## src/rtl/ser_pkg.sv

```systemverilog
// ---------------------------------------------------------------------------
// ser_pkg
// Shared definitions for the bit serializer: FSM state encodings and the
// default level driven on the serial line while no word is being shifted.
// No ports (package).
// ---------------------------------------------------------------------------
package ser_pkg;

    typedef enum logic [1:0] {
        ST_IDLE   = 2'b00,
        ST_SHIFT  = 2'b01,
        ST_PARITY = 2'b10
    } ser_state_e;

    localparam logic SER_IDLE_BIT = 1'b0;

endpackage : ser_pkg

```

## src/rtl/bit_serializer_if.sv

```systemverilog
// ---------------------------------------------------------------------------
// bit_serializer_if
// Bundle of the word handshake and the serial output of bit_serializer.
//   word_in / word_valid / word_ready : parallel word handshake
//   bit_out / bit_valid / last_bit    : serial line towards a bit detector
//   busy                              : shifter active or hold occupied
// Modports:
//   master : word source / serial sink (testbench, upstream logic)
//   slave  : the serializer itself
// ---------------------------------------------------------------------------
interface bit_serializer_if #(
    parameter int WIDTH = 8
) ();

    logic [WIDTH-1:0] word_in;
    logic             word_valid;
    logic             word_ready;
    logic             bit_out;
    logic             bit_valid;
    logic             last_bit;
    logic             busy;

    modport master (
        output word_in, word_valid,
        input  word_ready, bit_out, bit_valid, last_bit, busy
    );

    modport slave (
        input  word_in, word_valid,
        output word_ready, bit_out, bit_valid, last_bit, busy
    );

endinterface : bit_serializer_if

```

## src/rtl/ser_hold_buf.sv

```systemverilog
// ---------------------------------------------------------------------------
// ser_hold_buf
// One-entry hold register that parks the next word while the shifter is
// still busy with the current one.
//   clk      : clock, posedge
//   rst      : synchronous active-low reset (clears the full flag only)
//   load     : capture data_in, buffer becomes full
//   drain    : buffer content is taken this edge
//   data_in  : word to park
//   data_out : parked word
//   full     : buffer holds a word
// load and drain on the same edge replace the content and keep full set;
// data_out still shows the old word during that cycle so the drain side
// reads the right value.
// ---------------------------------------------------------------------------
module ser_hold_buf #(
    parameter int WIDTH = 8
) (
    input  logic             clk,
    input  logic             rst,
    input  logic             load,
    input  logic             drain,
    input  logic [WIDTH-1:0] data_in,
    output logic [WIDTH-1:0] data_out,
    output logic             full
);

    logic [WIDTH-1:0] data_q, data_d;
    logic             full_q, full_d;

    always_comb begin
        data_d = data_q;
        full_d = full_q;
        if (load) begin
            data_d = data_in;
            full_d = 1'b1;
        end else if (drain) begin
            full_d = 1'b0;
        end
    end

    always_ff @(posedge clk) begin
        if (!rst) begin
            full_q <= 1'b0;
        end else begin
            full_q <= full_d;
        end
    end

    // Payload needs no reset: it is only ever read while full_q is set.
    always_ff @(posedge clk) begin
        data_q <= data_d;
    end

    assign data_out = data_q;
    assign full     = full_q;

endmodule : ser_hold_buf

```

## src/rtl/bit_serializer.sv

```systemverilog
// ---------------------------------------------------------------------------
// bit_serializer
// Parallel-to-serial front end for the bit-level sequence detectors. Words
// are taken over a valid/ready handshake and shifted out MSB first, one bit
// per clock, on a registered serial line. A one-entry hold buffer lets the
// next word follow the current one without an idle cycle.
//
// Ports:
//   clk : clock, all logic on posedge
//   rst : synchronous active-low reset
//   ser : bit_serializer_if.slave
//         word_in/word_valid/word_ready  word handshake (ready = hold empty)
//         bit_out/bit_valid/last_bit     registered serial output
//         busy                           shifter active or hold occupied
//
// Optional feature macro: SER_PARITY_EN
//   defined   : an even-parity bit (^word) follows bit 0 of every word and
//               carries last_bit.
//   undefined : words are exactly WIDTH bits, no PARITY state.
// ---------------------------------------------------------------------------
module bit_serializer
    import ser_pkg::*;
#(
    parameter int   WIDTH    = 8,
    parameter logic IDLE_BIT = SER_IDLE_BIT
) (
    input  logic               clk,
    input  logic               rst,
    bit_serializer_if.slave    ser
);

    localparam int CW = $clog2(WIDTH + 1);

    ser_state_e       state_q, state_d;
    logic [WIDTH-1:0] shreg_q, shreg_d;
    logic [CW-1:0]    cnt_q, cnt_d;
    logic             bit_out_q, bit_out_d;
    logic             bit_valid_q, bit_valid_d;
    logic             last_bit_q, last_bit_d;
    logic             busy_q, busy_d;
    logic             word_ready_q, word_ready_d;
`ifdef SER_PARITY_EN
    logic             par_q, par_d;
`endif

    logic             accept;
    logic             end_word;
    logic             bypass;
    logic             load_sh;
    logic             hold_load;
    logic             hold_drain;
    logic             hold_full;
    logic             hold_full_next;
    logic [WIDTH-1:0] hold_data;
    logic [WIDTH-1:0] load_word;

    assign accept = ser.word_valid & word_ready_q;

    // end_word: the cycle showing the final bit of a word.
`ifdef SER_PARITY_EN
    assign end_word = (state_q == ST_PARITY);
`else
    assign end_word = (state_q == ST_SHIFT) && (cnt_q == '0);
`endif

    // At the end of a word with nothing parked, an incoming word goes
    // straight into the shifter; otherwise IDLE would see a full hold.
    assign hold_drain     = end_word & hold_full;
    assign bypass         = end_word & ~hold_full & accept;
    assign hold_load      = accept & (state_q != ST_IDLE) & ~bypass;
    assign load_sh        = ((state_q == ST_IDLE) & accept) | hold_drain | bypass;
    assign load_word      = hold_drain ? hold_data : ser.word_in;
    assign hold_full_next = hold_load | (hold_full & ~hold_drain);

    ser_hold_buf #(
        .WIDTH (WIDTH)
    ) u_hold (
        .clk      (clk),
        .rst      (rst),
        .load     (hold_load),
        .drain    (hold_drain),
        .data_in  (ser.word_in),
        .data_out (hold_data),
        .full     (hold_full)
    );

    // State register (plus the registered control outputs).
    always_ff @(posedge clk) begin
        if (!rst) begin
            state_q      <= ST_IDLE;
            cnt_q        <= '0;
            bit_out_q    <= IDLE_BIT;
            bit_valid_q  <= 1'b0;
            last_bit_q   <= 1'b0;
            busy_q       <= 1'b0;
            word_ready_q <= 1'b0;
        end else begin
            state_q      <= state_d;
            cnt_q        <= cnt_d;
            bit_out_q    <= bit_out_d;
            bit_valid_q  <= bit_valid_d;
            last_bit_q   <= last_bit_d;
            busy_q       <= busy_d;
            word_ready_q <= word_ready_d;
        end
    end

    always_ff @(posedge clk) begin
        shreg_q <= shreg_d;
`ifdef SER_PARITY_EN
        par_q   <= par_d;
`endif
    end

    // Next-state logic.
    always_comb begin
        state_d = state_q;
        if (load_sh) begin
            state_d = ST_SHIFT;
        end else if (end_word) begin
            state_d = ST_IDLE;
`ifdef SER_PARITY_EN
        end else if ((state_q == ST_SHIFT) && (cnt_q == '0)) begin
            state_d = ST_PARITY;
`endif
        end
    end

    // Datapath and output logic. bit_out_q always mirrors the bit that
    // shreg_q[WIDTH-1] held when it was loaded or shifted in.
    always_comb begin
        shreg_d      = shreg_q;
        cnt_d        = cnt_q;
        bit_out_d    = IDLE_BIT;
        bit_valid_d  = 1'b0;
        last_bit_d   = 1'b0;
`ifdef SER_PARITY_EN
        par_d        = par_q;
`endif
        if (load_sh) begin
            shreg_d     = load_word;
            cnt_d       = CW'(WIDTH - 1);
            bit_out_d   = load_word[WIDTH-1];
            bit_valid_d = 1'b1;
`ifdef SER_PARITY_EN
            par_d       = ^load_word;
`endif
        end else if (state_q == ST_SHIFT) begin
            if (cnt_q != '0) begin
                shreg_d     = shreg_q << 1;
                cnt_d       = cnt_q - CW'(1);
                bit_out_d   = shreg_q[WIDTH-2];
                bit_valid_d = 1'b1;
`ifndef SER_PARITY_EN
                last_bit_d  = (cnt_q == CW'(1));
`endif
            end
`ifdef SER_PARITY_EN
            else begin
                bit_out_d   = par_q;
                bit_valid_d = 1'b1;
                last_bit_d  = 1'b1;
            end
`endif
        end
        busy_d       = (state_d != ST_IDLE);
        word_ready_d = ~hold_full_next;
    end

    assign ser.bit_out    = bit_out_q;
    assign ser.bit_valid  = bit_valid_q;
    assign ser.last_bit   = last_bit_q;
    assign ser.busy       = busy_q;
    assign ser.word_ready = word_ready_q;

endmodule : bit_serializer

```

## src/flat_wrapper.sv

```systemverilog
// flat-port wrapper written by rule: the top's interface ports become plain ports
module bit_serializer_flat import ser_pkg::*;
#(
    parameter int   WIDTH    = 8,
    parameter logic IDLE_BIT = SER_IDLE_BIT
)
  (clk, rst, ser_word_in, ser_word_valid, ser_word_ready, ser_bit_out, ser_bit_valid, ser_last_bit, ser_busy);
  bit_serializer_if #(.WIDTH(WIDTH)) ser_i ();
  input  logic clk;
  input  logic rst;
  input wire logic [$bits(ser_i.word_in)-1:0] ser_word_in;
  input wire logic [$bits(ser_i.word_valid)-1:0] ser_word_valid;
  output wire logic [$bits(ser_i.word_ready)-1:0] ser_word_ready;
  output wire logic [$bits(ser_i.bit_out)-1:0] ser_bit_out;
  output wire logic [$bits(ser_i.bit_valid)-1:0] ser_bit_valid;
  output wire logic [$bits(ser_i.last_bit)-1:0] ser_last_bit;
  output wire logic [$bits(ser_i.busy)-1:0] ser_busy;
  assign ser_i.word_in = ser_word_in;
  assign ser_i.word_valid = ser_word_valid;
  assign ser_word_ready = ser_i.word_ready;
  assign ser_bit_out = ser_i.bit_out;
  assign ser_bit_valid = ser_i.bit_valid;
  assign ser_last_bit = ser_i.last_bit;
  assign ser_busy = ser_i.busy;
  bit_serializer #(.WIDTH(WIDTH), .IDLE_BIT(IDLE_BIT)) u_core (.clk(clk), .rst(rst), .ser(ser_i));
endmodule
```

## config.mk

```make
export PLATFORM = sky130hd
export DESIGN_NAME = bit_serializer_flat
export DESIGN_NICKNAME = d
export VERILOG_FILES = /design/src/rtl/ser_pkg.sv /design/src/rtl/bit_serializer_if.sv /design/src/rtl/ser_hold_buf.sv /design/src/rtl/bit_serializer.sv /design/src/flat_wrapper.sv
export SDC_FILE = /design/constraint.sdc
export NUM_CORES = 1
export LEC_CHECK = 0
export BUFFER_PORTS_ARGS = -buffer_cell sky130_fd_sc_hd__buf_2
export CAP_MARGIN = 20
export CORE_MARGIN = 4
export CORE_UTILIZATION = 45
export CTS_CLUSTER_SIZE = 8
export DETAILED_ROUTE_END_ITERATION = 10
export GPL_TIMING_DRIVEN = 0
export PLACE_DENSITY = 0.64
export SETUP_SLACK_MARGIN = 0.1
export SYNTH_ARGS = -nofsm -noshare
export SYNTH_HDL_FRONTEND = slang
export SYNTH_HIERARCHICAL = 1
export SYNTH_SLANG_ARGS = --single-unit
```

## constraint.sdc

```tcl
create_clock -name clk -period 6.1 [get_ports clk]
set_clock_uncertainty 0.15 [all_clocks]
set_input_delay 0.61 -clock clk [delete_from_list [all_inputs] [get_ports clk]]
set_output_delay 0.61 -clock clk [all_outputs]
set_load 0.01 [all_outputs]
```

==> reports/results.ini, run 1 <==
[yosys]
synth_top_cell_by_area = edfxtp_1
syn_nets = 105
synth.avg_cell_area_sq_um = 13.2
synth_area_leaders = edfxtp_1 (37%), dfxtp_1 (20%), mux2_2 (11%)
ys_seq_elements = 27
synth_top_area_share_pct = 37.2
syn-instance-count = 92
synth_cell_type_count = 32
synth-seq-area-share_pct = 57.0
synthesis.area_sq_mm = 0.00121
ys_warn_count = 6

[timing]
final.setup.tns_ns = 0
slew_headroom_pct = 70.3
worst_slew_pin_slew_ns = 0.446
slew_viol_final = 0
fin_crit_sh_pct = 37.1
rsz0062_at_grt = no
period_needed_ns = 2.26
layout_setup_ws_ns = 3.84
fmax_mhz = 442
final-hold-violation-count = 0
finalSetupViolCount = 0

[cts]
cts-resized-gates = 0
postCtsHoldBufs = 0
clk_latency_ns = 0.32
cts-root-buf = clkbuf_4
numCtsBuffers = 3
cts_tree = yes
cts_max_level = 1
clock-sinks = 27
cts_buffer_depth = 2
cts_setup_buffers = 0
clk_pin_slew_ns = 0.15

[finish]
final_net_count = 125
fin_area_sq_mm = 0.00135
drive_gt1_share_pct = 38.7
diodes = 0
area_delta_synth_final_pct = 11.8
utilization_pct = 53.7

[floorplan]
dieWidth_um = 59.9
rows = 18
core_sq_mm = 0.00252
pin_count = 16
die_area_sq_mm = 0.00359
start_util_pct = 48.0
die_h_um = 59.9

[grt]
grt_pass1_wl_um = 3240
grt_overflow_total = 0
grt_antenna_before_repair = 0
grt_pass1_vias = 690
grt.total_usage_pct = 12.3
grt_max_degree = 17

[pwr]
pwr_density_cell_mw_per_mm2 = 256
switchingPower_mw = 0.0875
pwr-share-clk_pct = 22.4
p_comb_share_pct = 16.1
p_leak_nw = 0.513
ir_worst_vdd_mv = 0.195
p_int_mw = 0.260
switching_share_pct = 25.2
power.total_mw = 0.347
pwr-share-seq_pct = 61.5

[route]
drt_iter0_drc = 11
ant_nets = 0
drc = 0
viasPerCell = 5.30
wl_per_cell_um = 14.3
finalWirelength_um = 2010
firstDrtPassIters = 4
vias = 747

[critical_path]
end_kind = register
required_ns = 6.04
cp.arrival_ns = 2.20
setup.worst_path.start_class = register
critPathKind = reg2reg
worstPathMaxFanout = 10

[placement]
io_buffers = 15
gp_congestion = 0.703
pre_cts_slack_ns = 3.85
dpl_cell_area_sq_mm = 0.00132
dp_hpwl_um = 1510

[worst_hold_path]
holdCritPathClass = in2reg

[outcome]
status = finished clean

[job]
maxCapViolCount = 0

==> through the flow <==
| stage | hold WS (ns) | instances |
|---|---|---|
| final | 0.316 | 141 |
| after global routing | 0.290 | 141 |
| after floorplan | 0.346 | 92 |
| after detailed placement | 0.382 | 137 |
| after CTS | 0.310 | 141 |
| after global placement | 0.380 | 137 |
==> logic make-up after synthesis <==
group	Yosys count	share of synthesized area, %
compound gates	15	9.71
xor+xnor	2	1.45
fa+ha+maj	3	2.89
buf+inv	6	3.10
flops	27	57.0
mux	13	12.4
simple gates	26	13.4
==> layout by cell type (no fill, tap or decap) <==
cell         n
maj3_1       1
or3b_1       1
mux2_2      12
o21a_1       2
inv_2        1
a21boi_0     7
nor2b_4      1
clkbuf_4     3
nor3_1       1
nand2_2      1
and3b_2      1
nor2b_1      2
xnor2_1      2
and3_2       1
and4_2       1
buf_2       15
ha_1         2
dfxtp_1     12
edfxtp_1    15
and2_1       2
clkinvlp_4   1
a21oi_1      1
clkbuf_1     1
nand3_4      1
nor2_1       4
a32o_1       1
mux2_4       1
nand3_1      2
nand2_1      7
buf_6        2
a32oi_1      1
o21ai_0      2
a21oi_4      1
inv_1        2
and2_2       1
==> worst paths after layout <==
path / startpoint / end / slack [ns] / cells past startpoint
setup / recovery: u_core/cnt_q[0] / u_core/shreg_q[1] / 3.84 / 8
hold / removal: ser_word_in[5] / u_core/u_hold/data_out[5] / 0.32 / 1
setup reg to reg: u_core/cnt_q[0] / u_core/shreg_q[1] / 3.84 / 8
hold reg to reg: u_core/state_q[1] / u_core/state_q[1] / 0.40 / 1
==> power by group through the flow <==
stage          clock network, mW  logic (mW)  registers (mW)
2_1_floorplan                  0      0.0408           0.217
3_3_place_gp                   0      0.0553           0.217
3_5_place_dp                   0      0.0562           0.218
4_1_cts                   0.0803      0.0568           0.213
5_1_grt                   0.0898      0.0622           0.215
6_report                  0.0777      0.0560           0.213
==> cell usage after synthesis <==
master and count:
and3_2 1, maj3_1 1, mux2_4 1, xnor2_1 2, and4_2 1, nand3_4 1, a21oi_4 1, nand2_1 7
and3b_2 1, or3b_1 1, a32oi_1 1, nor2b_1 2, clkbuf_1 1, nand2_2 1, nor3_1 1, o21a_1 2
and2_2 1, a21oi_1 1, dfxtp_1 12, inv_1 2, nand3_1 2, buf_6 2, nor2b_4 1, mux2_2 12
o21ai_0 2, edfxtp_1 15, inv_2 1, nor2_1 4, ha_1 2, a21boi_0 7, a32o_1 1, and2_1 2
==> sequential cells by signal (all words and copies together) (netlist names), 2 cells and up <==
signal,count
u_core/cnt_q,4
u_core/shreg_q,7
u_core/state_q,2
u_core/u_hold/data_out,8
==> cell type report <==
cell class	instances	area [sq um]
tap	30	37.5
multi-input combinational	59	483
clock inverter	1	7.51
sequential	27	691
fill	239	1170
timing repair buffer	15	75.1
buffer	3	26.3
clock buffer	3	22.5
inverter	3	11.3
==> metal layers <==
layer,vias to the layer above,part of all wire (%),track usage [%]
met4,0,0.60,4.75
met2,8,46,18.5
met1,364,50,17.3
li1,373,-,-
met3,2,3.5,2.38
met5,-,0,0
==> worst max-delay path, cell delays in order, from the launching register on <==
cell     delay [ns]
dfxtp_1        0.43
inv_1          0.06
ha_1           0.20
and3b_2        0.25
nand3_4        0.14
inv_2          0.09
a21oi_4        0.24
buf_6          0.18
mux2_4         0.29
Power figures use the tool's default switching activity.
==> run 2: changes to the inputs <==
- clock period: 6.1 -> 2.3 ns (I/O delays scaled with it)
==> reports/results.ini, run 2 (synthesis results as in run 1) <==
[cts]
clock-sinks = 27  ; unchanged
numCtsBuffers = 3  ; unchanged
cts-root-buf = clkbuf_4
cts_buffer_depth = 2  ; unchanged
clk_latency_ns = 0.32  ; about the same
clk_pin_slew_ns = 0.15  ; about the same
cts_tree = yes
cts_max_level = 1  ; unchanged

[grt]
met1_usage_pct = 19.0  ; +1.6 points
grt.total_usage_pct = 12.9  ; +0.63 points
grt_pass1_wl_um = 3460  ; +6.8%
grt_pass1_vias = 732  ; +6.1%
met2_usage_pct = 19.8  ; +1.2 points
use_met3_pct = 2.38  ; unchanged
grt_overflow_total = 0  ; unchanged
grt_antenna_before_repair = 0  ; unchanged
grt_max_degree = 17  ; unchanged
busiest_layer = met2

[placement]
gp_congestion = 0.703  ; unchanged
dp_hpwl_um = 1510  ; unchanged
dpl_cell_area_sq_mm = 0.00132  ; unchanged
io_buffers = 15  ; unchanged
dp.cells = 137  ; unchanged

[finish]
fill_cells = 220  ; -7.9%
final_net_count = 138  ; +10%
finalNonFillerCells = 154  ; +9.2%
diodes = 0  ; unchanged
mostFrequentLayoutCells = buf_2 (15), edfxtp_1 (15), mux2_2 (12), dfxtp_1 (11), dlygate4sd3_1 (9)
fin_area_sq_mm = 0.00149  ; +10%
drive_gt1_share_pct = 39.5  ; +0.78 points
area_delta_synth_final_pct = 23.2
largest_reg_flops = 8  ; unchanged

[timing]
slew_viol_final = 0  ; unchanged
final-hold-violation-count = 0  ; unchanged
finalSetupViolCount = 0  ; unchanged
final.setup.tns_ns = 0  ; unchanged
worst_slew_pin_slew_ns = 0.442  ; -0.00367 ns
slew_headroom_pct = 70.5  ; +0.24 points
rsz0062_at_grt = no
fmax_mhz = 479  ; +8.3%
fin_crit_sh_pct = 90.8  ; +54 points
period_needed_ns = 2.09  ; -0.174 ns
hold_slack_ns = 0.285  ; -0.0307 ns

[pwr]
pwr_density_cell_mw_per_mm2 = 634  ; +150%
p_leak_nw = 0.574  ; +12%
power.total_mw = 0.946  ; +170%
ir_worst_vdd_mv = 0.591  ; +200%

[route]
vias = 791  ; +5.9%
drc = 0  ; unchanged
ant_nets = 0  ; unchanged
finalWirelength_um = 2150  ; +7.0%
firstDrtPassIters = 4  ; unchanged
drt_iter0_drc = 18  ; +7
wl_per_cell_um = 14.0  ; -2.1%
viasPerCell = 5.14  ; -3.0%

[critical_path]
setup.worst_path.start_class = register
end_kind = register
critPathKind = reg2reg
worstPathMaxFanout = 4  ; -6
cp.arrival_ns = 2.04  ; -0.16 ns
required_ns = 2.25  ; -3.79 ns

[floorplan]
core_sq_mm = 0.00252  ; unchanged
dieWidth_um = 59.9  ; unchanged
pin_count = 16  ; unchanged
start_util_pct = 48.0  ; unchanged
rows = 18  ; unchanged
die_area_sq_mm = 0.00359  ; unchanged
die_h_um = 59.9  ; unchanged

[outcome]
status = finished clean

[job]
maxCapViolCount = 0  ; unchanged

[worst_hold_path]
holdCritPathClass = in2reg

[run 2: cell types whose count changed in the layout (fill, tap and decap cells not counted), sizes merged]
cell / previous run / this run
buf: 17 / 21
dlygate4sd3: 0 / 9
[run 2: area by class of cell]
| cell class | count | area [sq um] | share of cell area [%] |
|---|---|---|---|
| multi-input cells | 59 | 485 | 32.5 |
| clock inverters | 1 | 7.51 | 0.503 |
| flip-flops and latches | 27 | 694 | 46.5 |
| inverters | 3 | 11.3 | 0.754 |
| well taps | 30 | 37.5 | 2.51 |
| clock buffers | 3 | 22.5 | 1.51 |
| plain buffers | 3 | 26.3 | 1.76 |
| repair buffers | 28 | 208 | 13.9 |
[run 2: metal layers]
layer | vias up | part of all wire, %
met5 | - | 0
met4 | 0 | 0.51
met3 | 2 | 4.3
met2 | 15 | 46
met1 | 374 | 49
li1 | 400 | -
[run 2: what timing repair did]
item | CTS | global route
gates resized for setup | 1 | 2
hold buffers | 9 | 0
buffers inserted | 2 | 2
hold endpoints to repair | 9 | 0
setup endpoints to repair | 8 | 13
[run 2: worst paths after layout]
| path | cells after the start | end | start | slack, ns |
|---|---|---|---|---|
| max reg2reg | 8 | u_core/shreg_q[2] | u_core/cnt_q[1] | 0.21 |
| max | 8 | u_core/shreg_q[2] | u_core/cnt_q[1] | 0.21 |
| min | 5 | u_core/ser.word_ready | ser_word_valid | 0.29 |
| min reg2reg | 1 | u_core/state_q[1] | u_core/state_q[1] | 0.40 |
[run 2: critical path, stage by stage (launching register included)]
cell,delay [ns]
dfxtp_1,0.38
inv_1,0.07
ha_1,0.18
and3b_2,0.25
nand3_4,0.10
inv_2,0.08
a21oi_4,0.19
buf_4,0.15
mux2_2,0.32
[run 2: power breakdown]
part,internal (mW),switching (mW)
Combinational,0.0914,0.0794
Sequential,0.549,0.0174
Clock,0.0665,0.142
[run 2: per-stage QoR]
| stage | setup WS [ns] | utilization, % |
|---|---|---|
| 4_1_cts | 0.140 | 58.4 |
| 2_1_floorplan | 0.240 | - |
| 5_1_grt | 0.113 | 59.2 |
| 3_5_place_dp | 0.0473 | 52.5 |
| 6_report | 0.211 | 59.2 |
| 3_3_place_gp | 0.0552 | 52.5 |
==> run 3: changes to the inputs <==
- ABC_AREA: default -> 1
- CAP_MARGIN: 20 -> default
- SYNTH_HIERARCHICAL: 1 -> default
==> reports/results.ini, run 3 <==
[outcome]
status = finished clean

[yosys]
async_flop_share_pct = 0  ; unchanged
synthFlopType = edfxtp_1
synth_area_leaders = edfxtp_1 (37%), dfxtp_1 (20%), nand2_1 (16%)
synth_enable_flop_cells = 15  ; unchanged
syn-instance-count = 137  ; +49%
syn_nets = 150  ; +43%
ys_warn_count = 0  ; -6
synth_top_cell_by_area = edfxtp_1
synth_top_area_share_pct = 36.7  ; -0.49 points
synth_common_cells = nand2_1 (52), inv_1 (16), edfxtp_1 (15)
synth-seq-area-share_pct = 56.3  ; -0.76 points
yosysMostFrequentCell = nand2_1
synthesis.area_sq_mm = 0.00123  ; +1.3%
synth_cell_type_count = 23  ; -28%
synth.avg_cell_area_sq_um = 8.96  ; -32%
ys_seq_elements = 27  ; unchanged

[floorplan]
rows = 18  ; unchanged
die_h_um = 60.2  ; +0.58%
die_area_sq_mm = 0.00363  ; +1.2%
dieWidth_um = 60.2  ; +0.58%
pin_count = 16  ; unchanged
core_sq_mm = 0.00254  ; +0.89%
start_util_pct = 48.2  ; +0.21 points

[grt]
grt_max_degree = 17  ; unchanged
grt_pass1_wl_um = 3800  ; +10%
use_met3_pct = 2.81  ; +0.43 points
grt_overflow_total = 0  ; unchanged
busiest_layer = met2
met1_usage_pct = 19.5  ; +0.55 points
grt_antenna_before_repair = 0  ; unchanged
grt.total_usage_pct = 14.0  ; +1.1 points
grt_pass1_vias = 850  ; +16%
met2_usage_pct = 21.8  ; +2.0 points

[cts]
cts_setup_buffers = 0  ; -2
clk_pin_slew_ns = 0.15  ; about the same
clock-sinks = 27  ; unchanged
cts_tree = yes
clk_latency_ns = 0.32  ; about the same
cts_max_level = 1  ; unchanged
cts-resized-gates = 0  ; -1
cts_buffer_depth = 2  ; unchanged
cts-root-buf = clkbuf_4
numCtsBuffers = 3  ; unchanged
postCtsHoldBufs = 8  ; -1

[placement]
io_buffers = 15  ; unchanged
dp_hpwl_um = 1580  ; +4.4%
dpl_cell_area_sq_mm = 0.00134  ; +1.2%
dp.cells = 182  ; +33%
gp_congestion = 0.777  ; +11%

[critical_path]
critPathKind = reg2reg
end_kind = register
crit_path_start = u_core.cnt_q[1]
required_ns = 2.19  ; -0.06 ns
setup.worst_path.start_class = register
r2r-start = u_core.cnt_q[1]
worstPathMaxFanout = 10  ; +6
cp.arrival_ns = 1.68  ; -0.36 ns

[route]
firstDrtPassIters = 6  ; +2
drc = 0  ; unchanged
finalWirelength_um = 2250  ; +4.2%
wl_per_cell_um = 11.6  ; -17%
drt_iter0_drc = 18  ; unchanged
ant_nets = 0  ; unchanged
viasPerCell = 4.79  ; -6.8%
vias = 929  ; +17%

[finish]
mostFrequentLayoutCells = nand2_1 (52), inv_1 (16), buf_2 (16), edfxtp_1 (15), nand3_1 (13)
final_common_cell = nand2_1
diodes = 0  ; unchanged
largest_reg_flops = 8  ; unchanged
drive_gt1_share_pct = 19.5  ; -20 points
final_net_count = 178  ; +29%
finalNonFillerCells = 194  ; +26%
area_delta_synth_final_pct = 18.1
fin_area_sq_mm = 0.00145  ; -2.8%

[pwr]
pwr-share-clk_pct = 21.3  ; -0.7 points
p_comb_share_pct = 19.9  ; +1.8 points
pwr_density_cell_mw_per_mm2 = 672  ; +6.1%
switchingPower_mw = 0.273  ; +14%
p_leak_nw = 0.703  ; +23%
pwr-share-seq_pct = 58.8  ; -1.1 points
p_int_mw = 0.702  ; -0.74%
ir_worst_vdd_mv = 0.426  ; -28%
switching_share_pct = 28.0  ; +2.8 points

[worst_hold_path]
hold_start = rst
holdCritPathClass = in2reg

[timing]
final.setup.tns_ns = 0  ; unchanged
fmax_mhz = 557  ; +16%
finalSetupViolCount = 0  ; unchanged
worst_slew_pin_slew_ns = 0.302  ; -0.140 ns
slew_headroom_pct = 79.9  ; +9.3 points
fin_crit_sh_pct = 78.1  ; -13 points
period_needed_ns = 1.80  ; -0.293 ns
rsz0062_at_grt = no
final-hold-violation-count = 0  ; unchanged
slew_viol_final = 0  ; unchanged

[job]
maxCapViolCount = 0  ; unchanged

-- run 3: changes by cell type after synthesis, moves of 2 or more --
| cell | delta |
|---|---|
| o21a_1 | -2 |
| inv_1 | +14 |
| mux2_2 | -12 |
| nand2_1 | +45 |
| xor2_1 | +2 |
| nor2_1 | +2 |
| nor2_4 | +2 |
| nand3_1 | +11 |
| nor2b_1 | -2 |
| a21boi_0 | -7 |
-- run 3: power by group through the flow --
stage          Clock (mW)  Combinational [mW]  Sequential (mW)
3_3_place_gp            0               0.179            0.583
4_1_cts             0.215               0.194            0.574
6_report            0.207               0.194            0.574
3_5_place_dp            0               0.182            0.585
2_1_floorplan           0               0.136            0.585
5_1_grt             0.238               0.221            0.579
-- run 3: area by class of cell --
| class | count | area [sq um] |
|---|---|---|
| plain buffers | 2 | 16.3 |
| clock buffers | 3 | 22.5 |
| clock inverters | 1 | 7.51 |
| fillers | 240 | 1090 |
| inverters | 17 | 63.8 |
| multi-input cells | 91 | 457 |
| flip-flops and latches | 27 | 691 |
| well taps | 30 | 37.5 |
| repair buffers | 23 | 155 |
-- run 3: path summary, 6_finish.rpt --
path,cells past startpoint,endpoint,slack (ns)
setup / recovery,7,u_core.shreg_q[0],0.50
hold / removal,3,u_core.ser.bit_valid,0.04
setup reg to reg,7,u_core.shreg_q[0],0.50
hold reg to reg,2,u_core.state_q[1],0.37
-- run 3: layer usage --
layer  vias up  share of wire, %
li1        489                 -
met1       416                49
met2        24                47
met3         0               4.0
met4         0                 0
met5         -                 0
-- run 3: through the flow --
| stage | total power [mW] | hold slack (ns) | util [%] | worst slack (ns) |
|---|---|---|---|---|
| floorplan | 0.720 | 0.178 | - | 0.662 |
| global placement | 0.762 | 0.273 | 52.7 | 0.532 |
| detailed placement | 0.767 | 0.276 | 52.7 | 0.521 |
| CTS | 0.983 | 0.0415 | 57.0 | 0.501 |
| global route | 1.04 | 0.0360 | 57.0 | 0.411 |
| finish | 0.975 | 0.0439 | 57.0 | 0.505 |
-- run 3: worst max-delay path, stage by stage (launching register included) --
cell and delay (ns):
dfxtp_1 0.33, inv_1 0.11, ha_1 0.24, nand2_2 0.11, nor2_4 0.15, o21ai_2 0.10
buf_6 0.16, nand3_2 0.17
-- run 3: logic make-up after synthesis --
group | share of synthesized area, %
flops | 56.3
compound gates | 3.36
fa+ha+maj | 2.04
buf+inv | 6.52
xor+xnor | 2.14
simple gates | 29.7
